## config.mk

```make
export PLATFORM = sky130hd
export DESIGN_NAME = dmem_arbiter_flat
export DESIGN_NICKNAME = d
export VERILOG_FILES = /design/src/rtl/dmem_pkg.sv /design/src/rtl/dmem_arbiter_if.sv /design/src/rtl/rr_arb2.sv /design/src/rtl/dmem_arbiter.sv /design/src/flat_wrapper.sv
export SDC_FILE = /design/constraint.sdc
export NUM_CORES = 1
export LEC_CHECK = 0
export ABC_AREA = 1
export BUFFER_PORTS_ARGS = -buffer_cell sky130_fd_sc_hd__buf_2
export CAP_MARGIN = 0
export CORE_MARGIN = 5
export CORE_UTILIZATION = 42
export CTS_BUF_LIST = sky130_fd_sc_hd__clkbuf_16
export CTS_CLUSTER_DIAMETER = 60
export DETAILED_ROUTE_END_ITERATION = 10
export HOLD_SLACK_MARGIN = 0.1
export PLACE_DENSITY = 0.8
export SYNTH_ARGS = -nofsm -noshare
export SYNTH_HDL_FRONTEND = slang
export SYNTH_HIERARCHICAL = 1
export SYNTH_SLANG_ARGS = --single-unit
```

## constraint.sdc

```tcl
create_clock -name clk -period 4.63 [get_ports clk]
set_clock_uncertainty 0.15 [all_clocks]
set_input_delay 0.6945 -clock clk [delete_from_list [all_inputs] [get_ports clk]]
set_output_delay 0.6945 -clock clk [all_outputs]
set_load 0.005 [all_outputs]
```

## src/rtl/dmem_pkg.sv

```systemverilog
// Shared types, size encodings and request legality check for the data-memory arbiter.
package dmem_pkg;

   localparam int unsigned SIZE_BITS = 3;

   localparam logic [SIZE_BITS-1:0] SIZE_B = 3'b001;
   localparam logic [SIZE_BITS-1:0] SIZE_H = 3'b010;
   localparam logic [SIZE_BITS-1:0] SIZE_W = 3'b100;

   typedef enum logic [1:0] {
      IDLE   = 2'd0,
      ACCESS = 2'd1,
      DONE   = 2'd2
   } state_e;

   // Latched control part of a request.
   typedef struct packed {
      logic                 we;
      logic                 sign;
      logic [SIZE_BITS-1:0] size;
   } ctl_t;

   // A request is legal when size is one-hot and the address is aligned to it.
   function automatic logic is_legal(input logic [SIZE_BITS-1:0] size, input logic [1:0] lo);
      logic ok;
      case (size)
         SIZE_B:  ok = 1'b1;
         SIZE_H:  ok = ~lo[0];
         SIZE_W:  ok = (lo == 2'b00);
         default: ok = 1'b0;
      endcase
      return ok;
   endfunction

endpackage

```

## src/rtl/dmem_arbiter_if.sv

```systemverilog
// One requester port of the data-memory arbiter: request fields plus completion response.
interface dmem_arbiter_if
   import dmem_pkg::*;
#(
   parameter int unsigned ADDR_W = 12,
   parameter int unsigned DATA_W = 32
);
   logic                 req;
   logic                 we;
   logic                 sign;
   logic [SIZE_BITS-1:0] size;
   logic [ADDR_W-1:0]    addr;
   logic [DATA_W-1:0]    wdata;
   logic                 ack;
   logic                 err;
   logic [DATA_W-1:0]    rdata;

   modport master (
      output req, we, sign, size, addr, wdata,
      input  ack, err, rdata
   );

   modport slave (
      input  req, we, sign, size, addr, wdata,
      output ack, err, rdata
   );
endinterface

```

## src/rtl/rr_arb2.sv

```systemverilog
// Two-way arbiter: round-robin against the last granted port, or port 0 wins when fixed_i.
module rr_arb2 (
   input  logic [1:0] req_i,
   input  logic       last_i,
   input  logic       fixed_i,
   output logic [1:0] gnt_o
);

   // One-hot grant; on a tie the port that was not served last wins unless fixed.
   always_comb begin
      gnt_o = 2'b00;
      case (req_i)
         2'b01:   gnt_o = 2'b01;
         2'b10:   gnt_o = 2'b10;
         2'b11:   gnt_o = (fixed_i || last_i) ? 2'b01 : 2'b10;
         default: gnt_o = 2'b00;
      endcase
   end

endmodule

```

## src/rtl/dmem_arbiter.sv

```systemverilog
// Two-port arbiter/sequencer in front of the data memory: grant, one access, ack.
module dmem_arbiter
   import dmem_pkg::*;
#(
   parameter int unsigned ADDR_W     = 12,
   parameter int unsigned DATA_W     = 32,
   parameter int unsigned FIXED_PRIO = 0
) (
   input  logic                 clk,
   input  logic                 rst,
   dmem_arbiter_if.slave        m0,
   dmem_arbiter_if.slave        m1,
   output logic                 busy,
   output logic                 dm_ena,
   output logic                 dm_w,
   output logic                 dm_r,
   output logic                 dm_sign,
   output logic [SIZE_BITS-1:0] dm_size,
   output logic [ADDR_W-1:0]    dm_addr,
   output logic [DATA_W-1:0]    dm_wdata,
   input  logic [DATA_W-1:0]    dm_rdata
);

   localparam logic FIXED = 1'(FIXED_PRIO != 0);

   // Sequencer state and the latched request.
   state_e              state_q, state_d;
   logic                owner_q, owner_d;
   logic                last_q, last_d;
   ctl_t                ctl_q, ctl_d;
   logic [ADDR_W-1:0]   addr_q, addr_d;
   logic [DATA_W-1:0]   wdata_q, wdata_d;
   logic                err_q, err_d;

   // Registered outputs.
   logic                 busy_q, busy_d;
   logic                 dm_ena_q, dm_ena_d;
   logic                 dm_w_q, dm_w_d;
   logic                 dm_r_q, dm_r_d;
   logic                 dm_sign_q, dm_sign_d;
   logic [SIZE_BITS-1:0] dm_size_q, dm_size_d;
   logic [ADDR_W-1:0]    dm_addr_q, dm_addr_d;
   logic [DATA_W-1:0]    dm_wdata_q, dm_wdata_d;
   logic [1:0]           ack_q, ack_d;
   logic [1:0]           rsp_err_q, rsp_err_d;
   logic [1:0]           rd_sel_q, rd_sel_d;

   logic [1:0]           gnt;
   ctl_t                 sel_ctl;
   logic [ADDR_W-1:0]    sel_addr;
   logic [DATA_W-1:0]    sel_wdata;

   rr_arb2 u_arb (
      .req_i   ({m1.req, m0.req}),
      .last_i  (last_q),
      .fixed_i (FIXED),
      .gnt_o   (gnt)
   );

   // Fields of the port being granted this cycle.
   always_comb begin
      sel_ctl   = '{we: m0.we, sign: m0.sign, size: m0.size};
      sel_addr  = m0.addr;
      sel_wdata = m0.wdata;
      if (gnt[1]) begin
         sel_ctl   = '{we: m1.we, sign: m1.sign, size: m1.size};
         sel_addr  = m1.addr;
         sel_wdata = m1.wdata;
      end
   end

   // Next state, latched request and next values of the registered outputs.
   always_comb begin
      state_d    = state_q;
      owner_d    = owner_q;
      last_d     = last_q;
      ctl_d      = ctl_q;
      addr_d     = addr_q;
      wdata_d    = wdata_q;
      err_d      = err_q;
      busy_d     = 1'b0;
      dm_ena_d   = 1'b0;
      dm_w_d     = 1'b0;
      dm_r_d     = 1'b0;
      dm_sign_d  = 1'b0;
      dm_size_d  = '0;
      dm_addr_d  = '0;
      dm_wdata_d = '0;
      ack_d      = 2'b00;
      rsp_err_d  = 2'b00;
      rd_sel_d   = 2'b00;

      case (state_q)
         IDLE: begin
            if (gnt != 2'b00) begin
               owner_d = gnt[1];
               ctl_d   = sel_ctl;
               addr_d  = sel_addr;
               wdata_d = sel_wdata;
               err_d   = ~is_legal(sel_ctl.size, sel_addr[1:0]);
               state_d = err_d ? DONE : ACCESS;
            end
         end
         ACCESS: state_d = DONE;
         DONE: begin
            last_d  = owner_q;
            err_d   = 1'b0;
            state_d = IDLE;
         end
         default: state_d = IDLE;
      endcase

      // Outputs are registered against the state being entered.
      busy_d = (state_d != IDLE);
      if (state_d == ACCESS) begin
         dm_ena_d   = 1'b1;
         dm_w_d     = ctl_d.we;
         dm_r_d     = ~ctl_d.we;
         dm_sign_d  = ctl_d.sign;
         dm_size_d  = ctl_d.size;
         dm_addr_d  = addr_d;
         dm_wdata_d = wdata_d;
      end
      if (state_d == DONE) begin
         ack_d[owner_d]     = 1'b1;
         rsp_err_d[owner_d] = err_d;
         rd_sel_d[owner_d]  = ~ctl_d.we & ~err_d;
      end
   end

   // State and output registers with synchronous reset.
   always_ff @(posedge clk) begin
      if (rst) begin
         state_q    <= IDLE;
         owner_q    <= 1'b0;
         last_q     <= 1'b1;
         ctl_q      <= '0;
         addr_q     <= '0;
         wdata_q    <= '0;
         err_q      <= 1'b0;
         busy_q     <= 1'b0;
         dm_ena_q   <= 1'b0;
         dm_w_q     <= 1'b0;
         dm_r_q     <= 1'b0;
         dm_sign_q  <= 1'b0;
         dm_size_q  <= '0;
         dm_addr_q  <= '0;
         dm_wdata_q <= '0;
         ack_q      <= 2'b00;
         rsp_err_q  <= 2'b00;
         rd_sel_q   <= 2'b00;
      end else begin
         state_q    <= state_d;
         owner_q    <= owner_d;
         last_q     <= last_d;
         ctl_q      <= ctl_d;
         addr_q     <= addr_d;
         wdata_q    <= wdata_d;
         err_q      <= err_d;
         busy_q     <= busy_d;
         dm_ena_q   <= dm_ena_d;
         dm_w_q     <= dm_w_d;
         dm_r_q     <= dm_r_d;
         dm_sign_q  <= dm_sign_d;
         dm_size_q  <= dm_size_d;
         dm_addr_q  <= dm_addr_d;
         dm_wdata_q <= dm_wdata_d;
         ack_q      <= ack_d;
         rsp_err_q  <= rsp_err_d;
         rd_sel_q   <= rd_sel_d;
      end
   end

   assign busy     = busy_q;
   assign dm_ena   = dm_ena_q;
   assign dm_w     = dm_w_q;
   assign dm_r     = dm_r_q;
   assign dm_sign  = dm_sign_q;
   assign dm_size  = dm_size_q;
   assign dm_addr  = dm_addr_q;
   assign dm_wdata = dm_wdata_q;

   // Memory read data is only valid in DONE, so it is steered by a registered select.
   assign m0.ack   = ack_q[0];
   assign m0.err   = rsp_err_q[0];
   assign m0.rdata = rd_sel_q[0] ? dm_rdata : '0;
   assign m1.ack   = ack_q[1];
   assign m1.err   = rsp_err_q[1];
   assign m1.rdata = rd_sel_q[1] ? dm_rdata : '0;

endmodule

```

## src/flat_wrapper.sv

```systemverilog
// flat-port wrapper written by rule: the top's interface ports become plain ports
module dmem_arbiter_flat import dmem_pkg::*;
#(
   parameter int unsigned ADDR_W     = 12,
   parameter int unsigned DATA_W     = 32,
   parameter int unsigned FIXED_PRIO = 0
)
  (clk, rst, busy, dm_ena, dm_w, dm_r, dm_sign, dm_size, dm_addr, dm_wdata, dm_rdata, m0_req, m0_we, m0_sign, m0_size, m0_addr, m0_wdata, m0_ack, m0_err, m0_rdata, m1_req, m1_we, m1_sign, m1_size, m1_addr, m1_wdata, m1_ack, m1_err, m1_rdata);
  dmem_arbiter_if #(.ADDR_W(ADDR_W), .DATA_W(DATA_W)) m0_i ();
  dmem_arbiter_if #(.ADDR_W(ADDR_W), .DATA_W(DATA_W)) m1_i ();
  input  logic clk;
  input  logic rst;
  output logic busy;
  output logic dm_ena;
  output logic dm_w;
  output logic dm_r;
  output logic dm_sign;
  output logic [SIZE_BITS-1:0] dm_size;
  output logic [ADDR_W-1:0] dm_addr;
  output logic [DATA_W-1:0] dm_wdata;
  input  logic [DATA_W-1:0] dm_rdata;
  input wire logic [$bits(m0_i.req)-1:0] m0_req;
  input wire logic [$bits(m0_i.we)-1:0] m0_we;
  input wire logic [$bits(m0_i.sign)-1:0] m0_sign;
  input wire logic [$bits(m0_i.size)-1:0] m0_size;
  input wire logic [$bits(m0_i.addr)-1:0] m0_addr;
  input wire logic [$bits(m0_i.wdata)-1:0] m0_wdata;
  output wire logic [$bits(m0_i.ack)-1:0] m0_ack;
  output wire logic [$bits(m0_i.err)-1:0] m0_err;
  output wire logic [$bits(m0_i.rdata)-1:0] m0_rdata;
  input wire logic [$bits(m1_i.req)-1:0] m1_req;
  input wire logic [$bits(m1_i.we)-1:0] m1_we;
  input wire logic [$bits(m1_i.sign)-1:0] m1_sign;
  input wire logic [$bits(m1_i.size)-1:0] m1_size;
  input wire logic [$bits(m1_i.addr)-1:0] m1_addr;
  input wire logic [$bits(m1_i.wdata)-1:0] m1_wdata;
  output wire logic [$bits(m1_i.ack)-1:0] m1_ack;
  output wire logic [$bits(m1_i.err)-1:0] m1_err;
  output wire logic [$bits(m1_i.rdata)-1:0] m1_rdata;
  assign m0_i.req = m0_req;
  assign m0_i.we = m0_we;
  assign m0_i.sign = m0_sign;
  assign m0_i.size = m0_size;
  assign m0_i.addr = m0_addr;
  assign m0_i.wdata = m0_wdata;
  assign m0_ack = m0_i.ack;
  assign m0_err = m0_i.err;
  assign m0_rdata = m0_i.rdata;
  assign m1_i.req = m1_req;
  assign m1_i.we = m1_we;
  assign m1_i.sign = m1_sign;
  assign m1_i.size = m1_size;
  assign m1_i.addr = m1_addr;
  assign m1_i.wdata = m1_wdata;
  assign m1_ack = m1_i.ack;
  assign m1_err = m1_i.err;
  assign m1_rdata = m1_i.rdata;
  dmem_arbiter #(.ADDR_W(ADDR_W), .DATA_W(DATA_W), .FIXED_PRIO(FIXED_PRIO)) u_core (.clk(clk), .rst(rst), .m0(m0_i), .m1(m1_i), .busy(busy), .dm_ena(dm_ena), .dm_w(dm_w), .dm_r(dm_r), .dm_sign(dm_sign), .dm_size(dm_size), .dm_addr(dm_addr), .dm_wdata(dm_wdata), .dm_rdata(dm_rdata));
endmodule
```

==> flow_summary.yaml, run 1 <==
sta:
  relSlewSlack_pct: 32.0
  max_freq_mhz: 304
  tns_ns: 0
  setup_viol: 0
  period_needed_ns: 3.28
  drv_slew: 0
  rsz0062_at_grt: "false"
  tightest_slew_ns: 1.02
  finalCritPeriodShare_pct: 70.9
  finalHoldViolCount: 0
worst_hold_path:
  hold_path.class: "reg -> reg"
  hold_path_depth: 2
pwr:
  p_switching_mw: 0.415
  total_power_mw: 1.54
  internal_power_mw: 1.13
  p_leak_nw: 3.37
  p_sw_share_pct: 26.9
  clockPowerShare_pct: 36.7
  p_comb_share_pct: 19.3
  irDropWorstVdd_mv: 0.198
  pwr-share-seq_pct: 44.0
  powerDensity_nw_per_um2: 317
floorplan:
  initial_utilization_pct: 43.6
  io_pins: 254
  die_x_um: 99.8
  row_count: 32
  core_um2: 7770
  die-area_um2: 9950
  die_h_um: 99.8
global_routing:
  grt_pass1_wl_mm: 16.5
  grt_pass1_vias: 3670
  track_usage_pct: 20.7
  grt_max_degree: 45
  antenna_found_initial: 0
  grt_overflow: 0
clock_network:
  cts.path.max_buffers: 2
  cts.hold.buffers_added: 0
  clock-sinks: 72
  ctsResizeCount: 0
  htreeDepth: 3
  clk_latency_ns: 0.32
  cts_tree: "built"
  root_buffer: "clkbuf_16"
  path_clk_slew_ns: 0.05
  cts_made_buffers: 9
  post-cts-setup-buffer-count: 0
logic_synthesis:
  ys_seq_area_share_pct: 42.6
  ys_ff_latch: 72
  syn_area_um2: 3380
  ys_warn_count: 6
  synth_area_leaders: "dfxtp_1 43%, nand2_1 18%, inv_1 12%"
  synth_nets: 653
  synth.distinct_cells: 22
  netlist.area_leader.share_pct: 42.6
  syn_inst: 519
  synth_top_cell_by_area: "dfxtp_1"
  synth.avg_cell_area_um2: 6.52
final_layout:
  drive_gt1_share_pct: 40.0
  final_cells: 860
  final_cell_mix: "253 x buf_2, 161 x nand2_1, 109 x inv_1"
  layout_commonest_cell: "buf_2"
  n_antenna_cell: 0
  fin_nets: 889
  area_growth_pct: 44.0
drt:
  firstDrtPassIters: 6
  drtIter0Drc: 102
  drt-wirelength-per-cell_um: 12.6
  finalWirelength_mm: 10.8
  vias_per_cell: 4.45
  remaining_drc_errors: 0
  dr_total_vias: 3826
  postRouteAntennaNets: 0
worst_setup_path:
  r2r_cells: 15
  path_class: "in -> reg"
  arrival_ns: 3.30
  crit_chain: "buf_2 -> inv_1 -> nand2_1 -> nand2_2 -> buf_4 -> nand2_1 -> nand2_1 -> inv_2 -> nand2_1 -> nand2_1 -> nand2_1 -> nand2_1 -> nand2_2 -> nor2_4 -> inv_2 -> nor2_1"
  crit_fanout: 40
  slowest_delay_ns: 0.62
  cp_slowest_cell: "inv_2"
  critPathMostFrequentCell: "nand2_1"
  endpoint_kind: "flop"
  required_ns: 4.65
  worstSetupStartpointType: "input pin"
placement:
  place_inst: 846
  gp_congestion: 0.986
  port_buffers: 253
  post-dp-hpwl_mm: 8.74
outcome:
  status: "completed"
job:
  maxCapViolations: 0
==> state kept, by name, indices dropped and copies added, names as in the netlist, 3 cells and up <==
signal           cells
u_core/dm_size       3
u_core/wdata_q       6
u_core/dm_addr      12
u_core/dm_wdata     32
==> through the flow <==
step,hold WS [ns],util [%],setup slack [ns],instance area (µm²)
2_1_floorplan,0.278,-,2.56,3380
3_3_place_gp,0.300,59.6,1.18,4630
3_5_place_dp,0.303,59.6,1.01,4630
4_1_cts,0.358,62.7,1.35,4870
5_1_grt,0.383,62.7,1.02,4870
6_report,0.356,62.7,1.35,4870
==> cell usage after synthesis <==
cell        n
a21boi_0    1
conb_1      1
dfxtp_1    72
a22oi_1     1
buf_4       1
nand2_1   162
clkbuf_1   16
or2_2      10
o211ai_1   10
nand3b_1    1
mux2i_1     5
inv_4       1
buf_2       7
inv_2       2
nand3_1     7
o21ai_0    16
nand2_2     2
nor2_4      3
buf_6       5
nor2_1     70
nor2_2     20
inv_1     106
==> metal layers <==
layer / global-route usage [%] / wire (µm) / up-vias
met1: 21.6 / 3800 / 1649
met2: 37.8 / 5520 / 194
met3: 6.38 / 1180 / 30
met4: 9.35 / 344 / 0
li1: - / - / 1953
met5: 0 / 0 / -
==> critical path, delay by kind of cell <==
| kind | cells | cell delay [ns] |
|---|---|---|
| buffers and inverters | 5 | 1.23 |
| AND/OR/NAND/NOR | 11 | 1.33 |
==> power groups by stage <==
stage,sequential (mW),combinational (mW),clock (mW)
floorplan,0.684,0.180,0
detailed placement,0.691,0.297,0
CTS,0.679,0.300,0.582
global route,0.683,0.335,0.611
global placement,0.690,0.290,0
finish,0.679,0.298,0.567
==> final cells by class <==
type                            instances  area [µm²]
Multi-Input combinational cell        309        1370
Clock inverter                          5        20.0
Fill cell                             732        2890
Sequential cell                        72        1440
Timing Repair Buffer                  254        1270
Tap cell                              102         128
Clock buffer                            9         225
Inverter                              109         412
==> final timing paths <==
check                   endpoint  slack (ns)     startpoint
max          u_core/dm_wdata[22]        1.35         m0_req
min reg2reg        u_core/last_q        0.36  u_core/last_q
min                u_core/last_q        0.36  u_core/last_q
max reg2reg  u_core/dm_wdata[22]        1.48  u_core/last_q
==> cells by family after synthesis <==
kind of cell           count (synthesis)  share of synthesized area (%)
AO/OA/AOI/OAI                         28                           5.03
buffers and inverters                138                           16.9
flip-flops                            72                           42.6
multiplexers                           5                           1.48
other                                  1                          0.111
AND/OR/NAND/NOR                      275                           33.9
No activity file was read; power rests on OpenSTA's default activity.
==> run 2, diff against run 1 <==
CORE_UTILIZATION = 39   (was 42)
PLACE_DENSITY = 0.75   (was 0.8)
clock period = 3.2 ns   (was 4.63 ns; I/O delays follow)
==> run 2 against run 1 <==
Effect of this change: cell count rose by 1.3%; sequential cell count unchanged; worst setup slack worse by 0.62 ns; utilization is 5.3 points lower; sequential power rose by 45%; combinational power rose by 47%.
==> flow_summary.yaml, run 2 (synthesized netlist as in run 1, its figures left out) <==
drt:
  remaining_drc_errors: 0
  finalWirelength_mm: 10.9
  postRouteAntennaNets: 0
  dr_total_vias: 3853
  drt-wirelength-per-cell_um: 12.5
  firstDrtPassIters: 4
  vias_per_cell: 4.42
  drtIter0Drc: 95
worst_setup_path:
  endpoint_kind: "flop"
  slowest_delay_ns: 0.31
  cp_slowest_cell: "buf_4"
  path_class: "reg -> reg"
  worstSetupStartpointType: "flop"
  crit_buf_inv: 4
  crit_chain: "inv_1 -> nand3_1 -> nand2_2 -> buf_4 -> nand2_1 -> nand2_2 -> nand2_1 -> nor2_1 -> nand2_1 -> nand2_1 -> nand2_2 -> nor2_4 -> inv_2 -> buf_12 -> nor2_1"
  critPathMostFrequentCell: "nand2_1"
  required_ns: 3.30
  arrival_ns: 2.58
  cp_top_family: "simple AND/OR/NAND/NOR gates"
  crit_fanout: 23
clock_network:
  root_buffer: "clkbuf_16"
  clock-sinks: 72
  htreeDepth: 3
  clk_latency_ns: 0.32
  post-cts-setup-buffer-count: 0
  cts_tree: "built"
  cts.hold.buffers_added: 0
  ctsResizeCount: 0
  cts_made_buffers: 9
  path_clk_slew_ns: 0.05
  cts.path.max_buffers: 2
global_routing:
  grt_max_degree: 33
  antenna_found_initial: 0
  grt_pass1_wl_mm: 15.3
  track_usage_pct: 18.6
  grt_overflow: 0
  grt_pass1_vias: 3465
sta:
  finalHoldViolCount: 0
  period_needed_ns: 2.48
  max_freq_mhz: 403
  tns_ns: 0
  whs_ns: 0.266
  rsz0062_at_grt: "false"
  setup_viol: 0
  finalCritPeriodShare_pct: 77.5
  tightest_slew_ns: 1.03
  fin_ws_ns: 0.720
  drv_slew: 0
  relSlewSlack_pct: 31.4
final_layout:
  area_growth_pct: 45.8
  layout_commonest_cell: "buf_2"
  largest_register_ffs: 32
  final_cell_mix: "253 x buf_2, 161 x nand2_1, 108 x inv_1"
  final_cells: 871
  drive_gt1_share_pct: 40.5
  fin_nets: 893
  n_antenna_cell: 0
floorplan:
  core_um2: 8590
  die-area_um2: 10600
  initial_utilization_pct: 39.4
  die_x_um: 103
  row_count: 34
  die_h_um: 103
  io_pins: 254
pwr:
  p_leak_nw: 3.39
  irDropWorstVdd_mv: 0.372
  powerDensity_nw_per_um2: 460
placement:
  port_buffers: 253
  place_ws_ns: 0.477
  place_inst: 856
  post-dp-hpwl_mm: 9.09
  gp_congestion: 0.832
outcome:
  status: "completed"
job:
  maxCapViolations: 0
worst_hold_path:
  hold_path.class: "in -> reg"
run 2: cell types whose count changed in the layout (fill, tap and decap cells not counted):
cell | previous run | this run
buf_12 | 0 | 1
clkinv_4 | 0 | 1
inv_1 | 109 | 108
buf_4 | 1 | 4
clkinv_2 | 1 | 2
run 2: cell type report:
| cell class | instances | area [µm²] |
|---|---|---|
| inverter | 109 | 412 |
| multi-input combinational | 309 | 1370 |
| fill | 812 | 3660 |
| clock buffer | 9 | 225 |
| clock inverter | 6 | 30.0 |
| timing repair buffer | 258 | 1320 |
| sequential | 72 | 1440 |
| tap | 108 | 135 |
run 2: path summary, 6_finish.rpt:
check                                    from                   to  slack (ns)  depth (start not counted)
worst max-delay path            u_core/last_q  u_core/dm_wdata[26]        0.72                         15
worst max register to register  u_core/last_q  u_core/dm_wdata[26]        0.72                         15
worst min-delay path             m0_wdata[11]  u_core/dm_wdata[11]        0.27                          3
worst min register to register  u_core/last_q        u_core/last_q        0.31                          2
run 2: per-layer routing:
layer  routed length [µm]  global-route usage [%]  vias up
met3                 1370                    6.50       17
met4                  167                    6.67        0
met5                    0                       0        -
met2                 5690                    36.0      204
li1                     -                       -     1955
met1                 3640                    18.0     1677
run 2: report_power, final:
group / switching (mW) / total, mW / leakage, nW / internal [mW]
clock network: 0.339 / 0.848 / 0.135 / 0.509
logic: 0.252 / 0.438 / 2.67 / 0.186
registers: 0.0301 / 0.982 / 0.586 / 0.952
total: 0.621 / 2.27 / 3.39 / 1.65
run 2: worst reg2reg max path: stages, from the launching register on:
cell and delay [ns]:
dfxtp_1 0.30, inv_1 0.06, nand3_1 0.07, nand2_2 0.15, buf_4 0.31, nand2_1 0.13, nand2_2 0.10, nand2_1 0.06
nor2_1 0.10, nand2_1 0.08, nand2_1 0.07, nand2_2 0.16, nor2_4 0.16, inv_2 0.18, buf_12 0.22, nor2_1 0.12
run 2: through the flow:
step / util (%) / cell area, µm² / power [mW]
after floorplan: - / 3380 / 1.25
after global placement: 54.4 / 4680 / 1.43
after detailed placement: 54.4 / 4680 / 1.44
after CTS: 57.4 / 4930 / 2.29
after global routing: 57.4 / 4930 / 2.39
final: 57.4 / 4930 / 2.27
==> run 3, diff against run 2 <==
CORE_UTILIZATION = 36   (was 39)
PLACE_DENSITY = 0.73   (was 0.75)
clock period = 2.2 ns   (was 3.2 ns; I/O delays follow)
==> run 3 against run 2 <==
Effect of this change: die area up 7.5%; sequential cell count unchanged; cell count up 1.1%; routed wire length down 7.6%; sequential share of layout area down 0.51 points; combinational power up 50%; worst setup slack worse by 0.45 ns; critical path depth unchanged; utilization down 2.8 points.
==> flow_summary.yaml, run 3 (synthesized netlist as in run 1, its figures left out) <==
outcome:
  status: "completed"
global_routing:
  grt_overflow: 0
  grt_max_degree: 33
  antenna_found_initial: 0
  track_usage_pct: 17.3
  grt_pass1_wl_mm: 15.9
  grt_pass1_vias: 3499
floorplan:
  die_h_um: 107
  initial_utilization_pct: 36.8
  row_count: 35
  core_um2: 9200
  die-area_um2: 11400
  die_x_um: 107
  io_pins: 254
final_layout:
  seq_area_um2: 1440
  nFillCells: 928
  drive_gt1_share_pct: 41.3
  fin_nets: 899
  final_cell_mix: "253 x buf_2, 161 x nand2_1, 106 x inv_1"
  n_antenna_cell: 0
  design_area_um2: 5020
  multiInputGateArea_um2: 1380
  area_growth_pct: 48.4
  largest_register_ffs: 32
  layout_commonest_cell: "buf_2"
  final_cells: 881
worst_setup_path:
  cp_slowest_cell: "dfxtp_1"
  critPathLaunch: "u_core/last_q"
  required_ns: 2.26
  endpoint_kind: "flop"
  path_class: "reg -> reg"
  r2r_cells: 15
  crit_fanout: 23
  critPathMostFrequentCell: "nand2_1"
  reg2reg_from: "u_core/last_q"
  crit_chain: "inv_1 -> nand3_1 -> nand2_4 -> inv_6 -> nand2_1 -> nand2_1 -> nor2_1 -> nor2_1 -> nand2_1 -> nand2_1 -> nand2_2 -> nor2_4 -> inv_2 -> buf_12 -> nor2_1"
  worstSetupStartpointType: "flop"
  slowest_delay_ns: 0.31
  worst-path-stages: 15
  crit_buf_inv: 4
  arrival_ns: 1.99
  cp_top_family: "simple AND/OR/NAND/NOR gates"
worst_hold_path:
  hold_path_depth: 3
  hold_path.class: "in -> reg"
  hold_start: "m1_wdata[26]"
drt:
  drtIter0Drc: 172
  dr_total_vias: 3704
  remaining_drc_errors: 0
  drt-wirelength-per-cell_um: 11.4
  postRouteAntennaNets: 0
  finalWirelength_mm: 10.0
  vias_per_cell: 4.20
  firstDrtPassIters: 5
sta:
  max_freq_mhz: 517
  finalHoldViolCount: 0
  period_needed_ns: 1.93
  tns_ns: 0
  drv_slew: 0
  rsz0062_at_grt: "false"
  fin_ws_ns: 0.265
  setup_viol: 0
  finalCritPeriodShare_pct: 87.9
pwr:
  p_leak_nw: 3.43
  irDropWorstVdd_mv: 0.386
  powerDensity_nw_per_um2: 670
  total_power_mw: 3.36
placement:
  place_ws_ns: 0.0938
  place_inst: 864
  port_buffers: 253
  gp_congestion: 0.775
  dpl-instance-area_um2: 4730
  post-dp-hpwl_mm: 8.22
clock_network:
  cts_tree: "built"
  path_clk_slew_ns: 0.06
  htreeDepth: 3
  cts.path.max_buffers: 2
  root_buffer: "clkbuf_16"
  post-cts-setup-buffer-count: 0
  clock-sinks: 72
  cts_made_buffers: 9
  clk_latency_ns: 0.32
job:
  maxCapViolations: 0
[run 3: cell types whose count changed in the layout (fill, tap and decap cells not counted), sizes merged]
cell / delta
buf: +5
clkinv: +2
dlygate4sd3: +1
inv: -1
[run 3: per-layer routing]
metal | GRT usage, % | share of wire, % | vias up
li1 | - | - | 1978
met1 | 18.5 | 37 | 1573
met2 | 31.7 | 52 | 143
met3 | 5.24 | 9.8 | 10
met4 | 7.03 | 1.4 | 0
met5 | 0 | 0 | -
[run 3: tightest hold or removal path, delay by kind of cell]
family	cells	cell delay (ns)
buffers and inverters	1	0.07
muxes	1	0.06
and+or+nand+nor	1	0.09
[run 3: repair_timing]
| item | in CTS | in global routing |
|---|---|---|
| endpoints found under the setup margin | 0 | 44 |
| endpoints found under the hold margin | 1 | 0 |
| hold buffers | 1 | 0 |
| gates resized for setup | 0 | 3 |
[run 3: stage by stage]
step           hold slack [ns]  util, %
6_report                 0.109     54.6
5_1_grt                  0.113     54.6
4_1_cts                  0.102     54.5
3_5_place_dp             0.308     51.5
3_3_place_gp             0.296     51.5
2_1_floorplan            0.278        -
[run 3: layout make-up]
class	instances	share of cell area, %
Clock buffer	9	4.49
Timing Repair Buffer	264	27.4
Multi-Input combinational cell	309	27.5
Sequential cell	72	28.7
Inverter	109	8.25
Tap cell	111	2.77
Clock inverter	7	0.922
[run 3: worst paths after layout]
check / end / slack [ns]
worst min-delay path: u_core/dm_wdata[26] / 0.11
worst max register to register: u_core/dm_wdata[20] / 0.27
worst min register to register: u_core/last_q / 0.32
worst max-delay path: u_core/dm_wdata[20] / 0.27
[run 3: report_power, final]
part / switching, mW / total [mW] / internal [mW] / leakage [nW]
clock: 0.537 / 1.30 / 0.761 / 0.139
sequential: 0.0235 / 1.41 / 1.38 / 0.586
combinational: 0.374 / 0.656 / 0.283 / 2.71
